<file path="src/rtl/sad_min_select_if.sv">
// Candidate-SAD stream in, winning motion vector out, between the PE array and MV writeback.
interface sad_min_select_if #(
  parameter int SAD_WIDTH = 16,
  parameter int MV_WIDTH  = 5
);
  logic                 blk_start;
  logic                 sad_valid;
  logic [SAD_WIDTH-1:0] sad_in;
  logic                 busy;
  logic                 done;
  logic                 result_valid;
  logic [MV_WIDTH-1:0]  mv_x;
  logic [MV_WIDTH-1:0]  mv_y;
  logic [SAD_WIDTH-1:0] min_sad;
  logic                 err;

  modport master (
    output blk_start, sad_valid, sad_in,
    input  busy, done, result_valid, mv_x, mv_y, min_sad, err
  );

  modport slave (
    input  blk_start, sad_valid, sad_in,
    output busy, done, result_valid, mv_x, mv_y, min_sad, err
  );
endinterface

</file>
<file path="src/rtl/sad_min_select.sv">
// Minimum-SAD search over a (2P+1)x(2P+1) raster of candidates; reports the best
// displacement as a signed motion vector with a one-cycle done pulse.
module sad_min_select #(
  parameter int SAD_WIDTH = 16,
  parameter int SEARCH_P  = 7,
  parameter int MV_WIDTH  = 5
) (
  input logic               clk,
  input logic               rst,
  sad_min_select_if.slave   bus
);
  localparam int N     = 2 * SEARCH_P + 1;
  localparam int IDX_W = (N > 1) ? $clog2(N) : 1;
  localparam logic [IDX_W-1:0] LAST_IDX = IDX_W'(N - 1);

  typedef enum logic [1:0] {S_IDLE, S_SCAN, S_DONE} state_t;

  state_t               state_q, state_d;
  logic [IDX_W-1:0]     idxX_q, idxX_d, idxY_q, idxY_d;
  logic [SAD_WIDTH-1:0] bestSad_q, bestSad_d;
  logic [MV_WIDTH-1:0]  bestX_q, bestX_d, bestY_q, bestY_d;
  logic [SAD_WIDTH-1:0] minSad_q, minSad_d;
  logic [MV_WIDTH-1:0]  mvX_q, mvX_d, mvY_q, mvY_d;
  logic                 busy_q, busy_d;
  logic                 done_q, done_d;
  logic                 resultValid_q, resultValid_d;
  logic                 err_q, err_d;

  logic [MV_WIDTH-1:0]  curX, curY;
  logic                 isFirst, isLast, candWins;
  logic [SAD_WIDTH-1:0] winSad;
  logic [MV_WIDTH-1:0]  winX, winY;

  // The first candidate is taken unconditionally so an all-ones SAD still lands.
  always_comb begin
    curX     = MV_WIDTH'(idxX_q) - MV_WIDTH'(SEARCH_P);
    curY     = MV_WIDTH'(idxY_q) - MV_WIDTH'(SEARCH_P);
    isFirst  = (idxX_q == '0) && (idxY_q == '0);
    isLast   = (idxX_q == LAST_IDX) && (idxY_q == LAST_IDX);
    candWins = isFirst || (bus.sad_in < bestSad_q);
    winSad   = candWins ? bus.sad_in : bestSad_q;
    winX     = candWins ? curX : bestX_q;
    winY     = candWins ? curY : bestY_q;
  end

  always_comb begin
    state_d       = state_q;
    idxX_d        = idxX_q;
    idxY_d        = idxY_q;
    bestSad_d     = bestSad_q;
    bestX_d       = bestX_q;
    bestY_d       = bestY_q;
    minSad_d      = minSad_q;
    mvX_d         = mvX_q;
    mvY_d         = mvY_q;
    busy_d        = busy_q;
    done_d        = 1'b0;
    resultValid_d = resultValid_q;
    err_d         = err_q;

    if (bus.blk_start) begin
      state_d       = S_SCAN;
      idxX_d        = '0;
      idxY_d        = '0;
      bestSad_d     = '1;
      busy_d        = 1'b1;
      resultValid_d = 1'b0;
      err_d         = 1'b0;
    end else begin
      case (state_q)
        S_SCAN: begin
          if (bus.sad_valid) begin
            bestSad_d = winSad;
            bestX_d   = winX;
            bestY_d   = winY;
            if (isLast) begin
              state_d       = S_DONE;
              busy_d        = 1'b0;
              done_d        = 1'b1;
              resultValid_d = 1'b1;
              minSad_d      = winSad;
              mvX_d         = winX;
              mvY_d         = winY;
            end else if (idxX_q == LAST_IDX) begin
              idxX_d = '0;
              idxY_d = idxY_q + IDX_W'(1);
            end else begin
              idxX_d = idxX_q + IDX_W'(1);
            end
          end
        end
        default: begin
          if (bus.sad_valid) err_d = 1'b1;
        end
      endcase
    end
  end

  always_ff @(posedge clk) begin
    if (rst) begin
      state_q       <= S_IDLE;
      idxX_q        <= '0;
      idxY_q        <= '0;
      bestSad_q     <= '0;
      bestX_q       <= '0;
      bestY_q       <= '0;
      minSad_q      <= '0;
      mvX_q         <= '0;
      mvY_q         <= '0;
      busy_q        <= 1'b0;
      done_q        <= 1'b0;
      resultValid_q <= 1'b0;
      err_q         <= 1'b0;
    end else begin
      state_q       <= state_d;
      idxX_q        <= idxX_d;
      idxY_q        <= idxY_d;
      bestSad_q     <= bestSad_d;
      bestX_q       <= bestX_d;
      bestY_q       <= bestY_d;
      minSad_q      <= minSad_d;
      mvX_q         <= mvX_d;
      mvY_q         <= mvY_d;
      busy_q        <= busy_d;
      done_q        <= done_d;
      resultValid_q <= resultValid_d;
      err_q         <= err_d;
    end
  end

  assign bus.busy         = busy_q;
  assign bus.done         = done_q;
  assign bus.result_valid = resultValid_q;
  assign bus.mv_x         = mvX_q;
  assign bus.mv_y         = mvY_q;
  assign bus.min_sad      = minSad_q;
  assign bus.err          = err_q;
endmodule

</file>
<file path="src/flat_wrapper.sv">
// flat-port wrapper written by rule: the top's interface ports become plain ports
module sad_min_select_flat 
#(
  parameter int SAD_WIDTH = 16,
  parameter int SEARCH_P  = 7,
  parameter int MV_WIDTH  = 5
)
  (clk, rst, bus_blk_start, bus_sad_valid, bus_sad_in, bus_busy, bus_done, bus_result_valid, bus_mv_x, bus_mv_y, bus_min_sad, bus_err);
  sad_min_select_if #(.SAD_WIDTH(SAD_WIDTH), .MV_WIDTH(MV_WIDTH)) bus_i ();
  input logic clk;
  input logic rst;
  input wire logic [$bits(bus_i.blk_start)-1:0] bus_blk_start;
  input wire logic [$bits(bus_i.sad_valid)-1:0] bus_sad_valid;
  input wire logic [$bits(bus_i.sad_in)-1:0] bus_sad_in;
  output wire logic [$bits(bus_i.busy)-1:0] bus_busy;
  output wire logic [$bits(bus_i.done)-1:0] bus_done;
  output wire logic [$bits(bus_i.result_valid)-1:0] bus_result_valid;
  output wire logic [$bits(bus_i.mv_x)-1:0] bus_mv_x;
  output wire logic [$bits(bus_i.mv_y)-1:0] bus_mv_y;
  output wire logic [$bits(bus_i.min_sad)-1:0] bus_min_sad;
  output wire logic [$bits(bus_i.err)-1:0] bus_err;
  assign bus_i.blk_start = bus_blk_start;
  assign bus_i.sad_valid = bus_sad_valid;
  assign bus_i.sad_in = bus_sad_in;
  assign bus_busy = bus_i.busy;
  assign bus_done = bus_i.done;
  assign bus_result_valid = bus_i.result_valid;
  assign bus_mv_x = bus_i.mv_x;
  assign bus_mv_y = bus_i.mv_y;
  assign bus_min_sad = bus_i.min_sad;
  assign bus_err = bus_i.err;
  sad_min_select #(.SAD_WIDTH(SAD_WIDTH), .SEARCH_P(SEARCH_P), .MV_WIDTH(MV_WIDTH)) u_core (.clk(clk), .rst(rst), .bus(bus_i));
endmodule
</file>
<file path="config.mk">
export PLATFORM = sky130hd
export DESIGN_NAME = sad_min_select_flat
export DESIGN_NICKNAME = d
export VERILOG_FILES = /design/src/rtl/sad_min_select_if.sv /design/src/rtl/sad_min_select.sv /design/src/flat_wrapper.sv
export SDC_FILE = /design/constraint.sdc
export NUM_CORES = 1
export LEC_CHECK = 0
export ABC_AREA = 1
export BUFFER_PORTS_ARGS = -buffer_cell sky130_fd_sc_hd__buf_2
export CAP_MARGIN = 10
export CORE_MARGIN = 4
export CORE_UTILIZATION = 62
export CTS_CLUSTER_SIZE = 24
export DETAILED_ROUTE_END_ITERATION = 10
export PLACE_DENSITY = 0.86
export SYNTH_ARGS = -nofsm -noshare
export SYNTH_HDL_FRONTEND = slang
export SYNTH_SLANG_ARGS = --single-unit
</file>
<file path="constraint.sdc">
create_clock -name clk -period 3.45 [get_ports clk]
set_input_delay 0.69 -clock clk [delete_from_list [all_inputs] [get_ports clk]]
set_output_delay 0.69 -clock clk [all_outputs]
set_load 0.01 [all_outputs]
</file>
# [Word-level counts from Yosys, hierarchy flattened]
# Index checks and enable logic that the tools add are counted.
[word_totals] ff_bits=65 in_bits=20 out_inout_bits=30 wordCells=59
[op_classes] n_addsub=4 n_lt_le_gt_ge=1 eq_ne=3 n_mux=16 n_bitwise=4 n_reduce_logical=18
[ops] operator="2-to-1 mux 16 bit" n=4
[ops] operator="< comparator 16 bit" n=1
[ops] operator="AND reduction 3 bit" n=4
[ops] operator="2-to-1 mux 5 bit" n=2
[ops] operator="subtractor 4 x 3 -> 5 bit, second input constant" n=2
[ops] operator="2-to-1 mux 1 bit" n=9
[ops] operator="adder 4 x 1 -> 4 bit, second input constant" n=2
[ops] operator="== test 4 bit, second input constant" n=2
[ops] operator="logical NOT 4 bit" n=2
[ops] operator="AND reduction 4 bit" n=2
[ops] operator="nonzero test 2 bit" n=3
[ops] operator="2-to-1 mux 4 bit" n=1
[ops] operator="NOT 1 bit" n=4
[ops] operator="AND reduction 2 bit" n=2
[ops] operator="OR reduction 4 bit" n=1
[ops] operator="== test 2 x 1 -> 1 bit, second input constant" n=1
[ops] operator="logical AND 1 bit" n=2
[ops] operator="OR reduction 2 bit" n=1
[ops] operator="logical OR 1 bit" n=1

# [Longest topological paths before layout]
[depth] depth_word=7 ltp_mapped=16

# [Worst setup path before layout]
# OpenSTA, ideal clock, no wires.
[synth_timing] path_kind="in2reg" start="in bus_sad_in[15]" end="reg u_core.bestSad_q[11]" setup_time_ns=0.109 arrival_time_ns=1.951 required_ns=3.341 setup_slack_ns=1.390 path_stages=12 n_path_buf=1 path_cell_list="ha_1 > nand2_1 > inv_1 > nand3_1 > inv_1 > a21oi_2 > nand2_8 > buf_4 > nand3_1 > nand3_2 > nand2_1 > inv_1"
[synth_via] elab_chain_cells=6
[synth_rtl] item="start, declared" line="flat_wrapper.sv:14" text="input wire logic [$bits(bus_i.sad_in)-1:0] bus_sad_in;"
[synth_rtl] item="< comparator 16 bit" line="sad_min_select.sv:40" text="candWins = isFirst || (bus.sad_in < bestSad_q);"
[synth_rtl] item="logical OR 1 bit" line="sad_min_select.sv:40"
[synth_rtl] item="2-to-1 mux 16 bit" line="sad_min_select.sv:41" text="winSad = candWins ? bus.sad_in : bestSad_q;"
[synth_rtl] item="2-to-1 mux 16 bit" line="sad_min_select.sv:72" text="if (bus.sad_valid) begin"
[synth_rtl] item="2-to-1 mux 16 bit" line="sad_min_select.sv:70" text="case (state_q)"
[synth_rtl] item="2-to-1 mux 16 bit" line="sad_min_select.sv:61" text="if (bus.blk_start) begin"
[synth_rtl] item="end signal, assigned" line="sad_min_select.sv:118" text="bestSad_q <= bestSad_d;"
[synth_rtl] item="end, declared" line="sad_min_select.sv:20" text="logic [SAD_WIDTH-1:0] bestSad_q, bestSad_d;"
# No other way between the ends. The select of a mux whose other input is x is not followed.
# A chain may end at the register's enable or synchronous reset.

# [Final worst setup path]
[layout_timing] start="in bus_sad_in[15]" end="reg u_core.bestSad_q[8]"
# Same word-level chain as after synthesis.

==> flow_results.org <==
** Outcome
- The run finished with clean final reports.

** Clock network
- Number of setup buffers added after CTS :: 0
- Worst-Skew Late Latency :: about 350 ps
- The cell sitting at the root of the clock tree is a clkbuf_8.
- The clock passes through at most 2 buffers.
- TritonCTS built the clock tree.
- Clock-pin slew was measured on the worst setup and hold paths at 70 ps.
- In this run, post-CTS repair resized a total of 0 instances.
- CTS buffer count :: 9
- Number of hold buffers added after cts :: 0
- The clock net in this run drives a total of between 60 and 70 sinks.
- Clock H-tree levels :: 3

** GRT
- Entering global routing, the biggest net connects 30 pins.
- First-pass GRT wire length :: ~14 mm
- Global routing used about a quarter of the available tracks across all layers.
- Global routing finished with a remaining overflow of 0.
- The via count of the first global-routing pass is about 3.3k.
- Number of antenna violations at the first check in global routing :: 0

** Power and ir drop
- Of the total power, the share spent switching nets is around 28%.
- Flop pwr share :: roughly half
- Of the total power, combinational logic draws approximately an eighth.
- The share of total power dissipated in the clock network is 38.5%.
- In this run the power density over the cells is between 300 and 400 mW/mm2.
- Lkg Pwr :: roughly 2.2 nW
- Internal power :: roughly 0.0012 W
- Peak supply drop :: roughly 350 uV
- Summing internal, switching and leakage power gives about 0.0016 W.
- Net switching power :: around 0.00045 W

** Floorplanning
- During I/O placement, the number of pins put on the boundary was 50.
- Chip Width :: between 80 and 90 um
- Die Footprint :: 0.00719 mm2
- The die is roughly 85 um tall.
- Core Region :: ~0.0056 mm2
- For this configuration, the core starts out at a cell density of around two thirds.
- The floorplan has 27 rows.

** Worst setup path
- Startpoint types :: input pin
- Crit path required time :: around 3700 ps
- Arrival time worst endpoint :: roughly 2500 ps
- Start-to-end type of the worst setup path :: input pin to flip-flop
- Of all nets on the critical path, the largest fanout is 27.
- Capturing element type of the critical path :: flip-flop

** Logic synthesis
- In the synthesized netlist the async set-or-reset flop fraction comes to 0%.
- By count the netlist is led by nand2_1, inv_1, nand3_1.
- Top_reg_cell synth :: dfxtp_1
- Summed over its instances, the top area cell type makes up a little over a third of the synthesized netlist area.
- The biggest area contributor in the post-synthesis netlist is dfxtp_1.
- Most frequently used cell type in the post-synthesis netlist :: nand2_1
- In this run, synthesis produced a sequential element count of 64.
- Instance count of the mapped netlist :: a little over 500
- Cell area after synthesis :: around 0.0037 mm2
- A synthesized cell averages approximately 7.2 um2.
- The Yosys step of the flow raised 0 warnings.
- Synthesized net count :: approximately 550
- Sorting the synthesized cells by area gives the leading types as dfxtp_1, nand2_1, nand3_1, inv_1, ha_1.
- Sequential cells were found to cover 35.0% of the synthesized design area.
- Yosys mapped the design onto 28 distinct sky130hd cell types.
- Post-synth EDFFs :: 0

** Placement
- The congestion estimate from routability-driven global placement came to approximately 0.86.
- Input and output buffers added on the ports amount to 49.
- Summed over all nets, the half-perimeter wirelength after detailed placement is between 5 and 6 mm.

** STA
- Based on the critical path, the design can be clocked at up to 0.448 GHz.
- In this run the tightest slew margin relative to its limit is ~45%.
- Setup repair after global routing left no endpoint under its margin.
- Least-Margin Pin Slew :: 824 ps
- Worst Clk Skew :: between 6 and 7 ps
- Total negative slack :: 0 ps
- Subtracting the final worst setup slack from the clock period gives about 2200 ps.
- Setup violations remaining at the end of the flow were counted as 0.
- The number of endpoints with negative hold slack in the final report was 0.
- Period Utilization, post-route :: about 65%
- The number of slew-limit violations in the final report was 0.

** Drt
- After detailed routing, the number of remaining DRC violations is 0.
- Summed over all nets, wire length on met3 after detailed routing comes to ~700 um.
- DRT antenna net count :: 0
- In the routed layout, each cell is associated on average with a via count of 5.25.
- The routed design uses approximately 3.8 mm of met2 wire.
- The first routing iteration left around 230 violations.
- For this block, wires on met1 add up to roughly 3.6 mm.
- Highest routed layer :: met4
- In the final routed layout, each cell accounts on average for roughly 13 um.
- The routed design has approximately 8.2 mm of wire.
- Number of vias after detailed routing :: 3294
- First-pass iteration count of the detailed router :: 6

** Hold path
- The tightest min-delay check is of the flip-flop to flip-flop type.

** Final layout
- Final net count :: about 590
- The repair_antennas step left the layout with diodes totalling 0.
- The area growth from synthesis to layout is 11.1%.
- Proportion of layout cells with a drive suffix above 1 :: 19.4%

** Job
- Number of max-cap violations :: 0
cells by family after synthesis:
kind of cell	count (synthesis)	share of synthesized area, %
AO/OA/AOI/OAI	49	6.94
adder cells (fa/ha/maj)	21	7.18
flip-flops	64	35.0
AND/OR/NAND/NOR	263	37.1
buffers and inverters	107	12.8
XOR/XNOR	4	0.957
worst max-delay path: stages:
cell and delay, ps:
buf_2 130, ha_1 290, nand2_1 60, inv_1 50, nand3_1 100, nor3_1 190
nand2_2 120, nand2_8 190, nand2_8 260, nand2_1 190, nand3_1 90, nand2_1 80
inv_1 30
cell usage in the layout (no fill, tap or decap), types with 2 or more instances in the layout:
| master | n |
|---|---|
| nand2_1 | 135 |
| inv_1 | 83 |
| nand3_1 | 79 |
| dfxtp_1 | 64 |
| buf_2 | 49 |
| a21oi_1 | 24 |
| o21ai_0 | 21 |
| ha_1 | 21 |
| nand2_4 | 20 |
| nor2_1 | 12 |
| clkbuf_8 | 9 |
| nand3_2 | 6 |
| inv_2 | 5 |
| xor2_1 | 4 |
| clkinv_2 | 3 |
| buf_4 | 3 |
| nor3_1 | 2 |
| nand2_2 | 2 |
| nand2_8 | 2 |
| a211oi_1 | 2 |
metal layers:
metal,up-vias,GRT usage (%)
met4,0,7.77
met5,-,0
li1,1684,-
met1,1478,30.8
met2,121,39.7
met3,11,6.60
sequential cells by signal, indices dropped and copies added, names as in the netlist, 4 cells and up:
register	count
u_core.bestX_q	5
u_core.bus.mv_x	5
u_core.idxY_q	4
u_core.idxX_q	4
u_core.bestSad_q	16
u_core.bestY_q	5
u_core.bus.min_sad	16
u_core.bus.mv_y	5
power by group through the flow:
stage          sequential, W  combinational [W]  clock, W
3_3_place_gp        0.000793           0.000202         0
2_1_floorplan       0.000791           0.000162         0
5_1_grt             0.000780           0.000246  0.000667
3_5_place_dp        0.000793           0.000211         0
4_1_cts             0.000777           0.000214  0.000632
6_report            0.000778           0.000214  0.000622
final timing paths:
kind                         from             endpoint  slack [ps]  cells after the start
max                bus_sad_in[15]  u_core.bestSad_q[8]        1220                     13
min            u_core.bus.mv_x[3]   u_core.bus.mv_x[3]         470                      2
max reg2reg  u_core.bestSad_q[15]  u_core.bestSad_q[8]        1280                     13
min reg2reg    u_core.bus.mv_x[3]   u_core.bus.mv_x[3]         470                      2
through the flow:
stage	std cells	setup slack [ps]	utilization [%]	hold WS (ps)	instance area (um2)
3_3_place_gp	613	917	69.2	451	3880
6_report	628	1220	72.5	472	4070
2_1_floorplan	508	1390	-	466	3660
4_1_cts	628	1220	72.5	475	4070
3_5_place_dp	613	865	69.2	463	3880
5_1_grt	628	1060	72.5	491	4070
cell type report:
class                      count  area (um2)
multi-input combinational    337        1910
inverter                      88         330
fill                         471        1540
clock buffer                   9         124
clock inverter                 6        61.3
tap                           72        90.1
sequential                    64        1280
timing repair buffer          52         268
No activity file was read; power rests on OpenSTA's default activity.
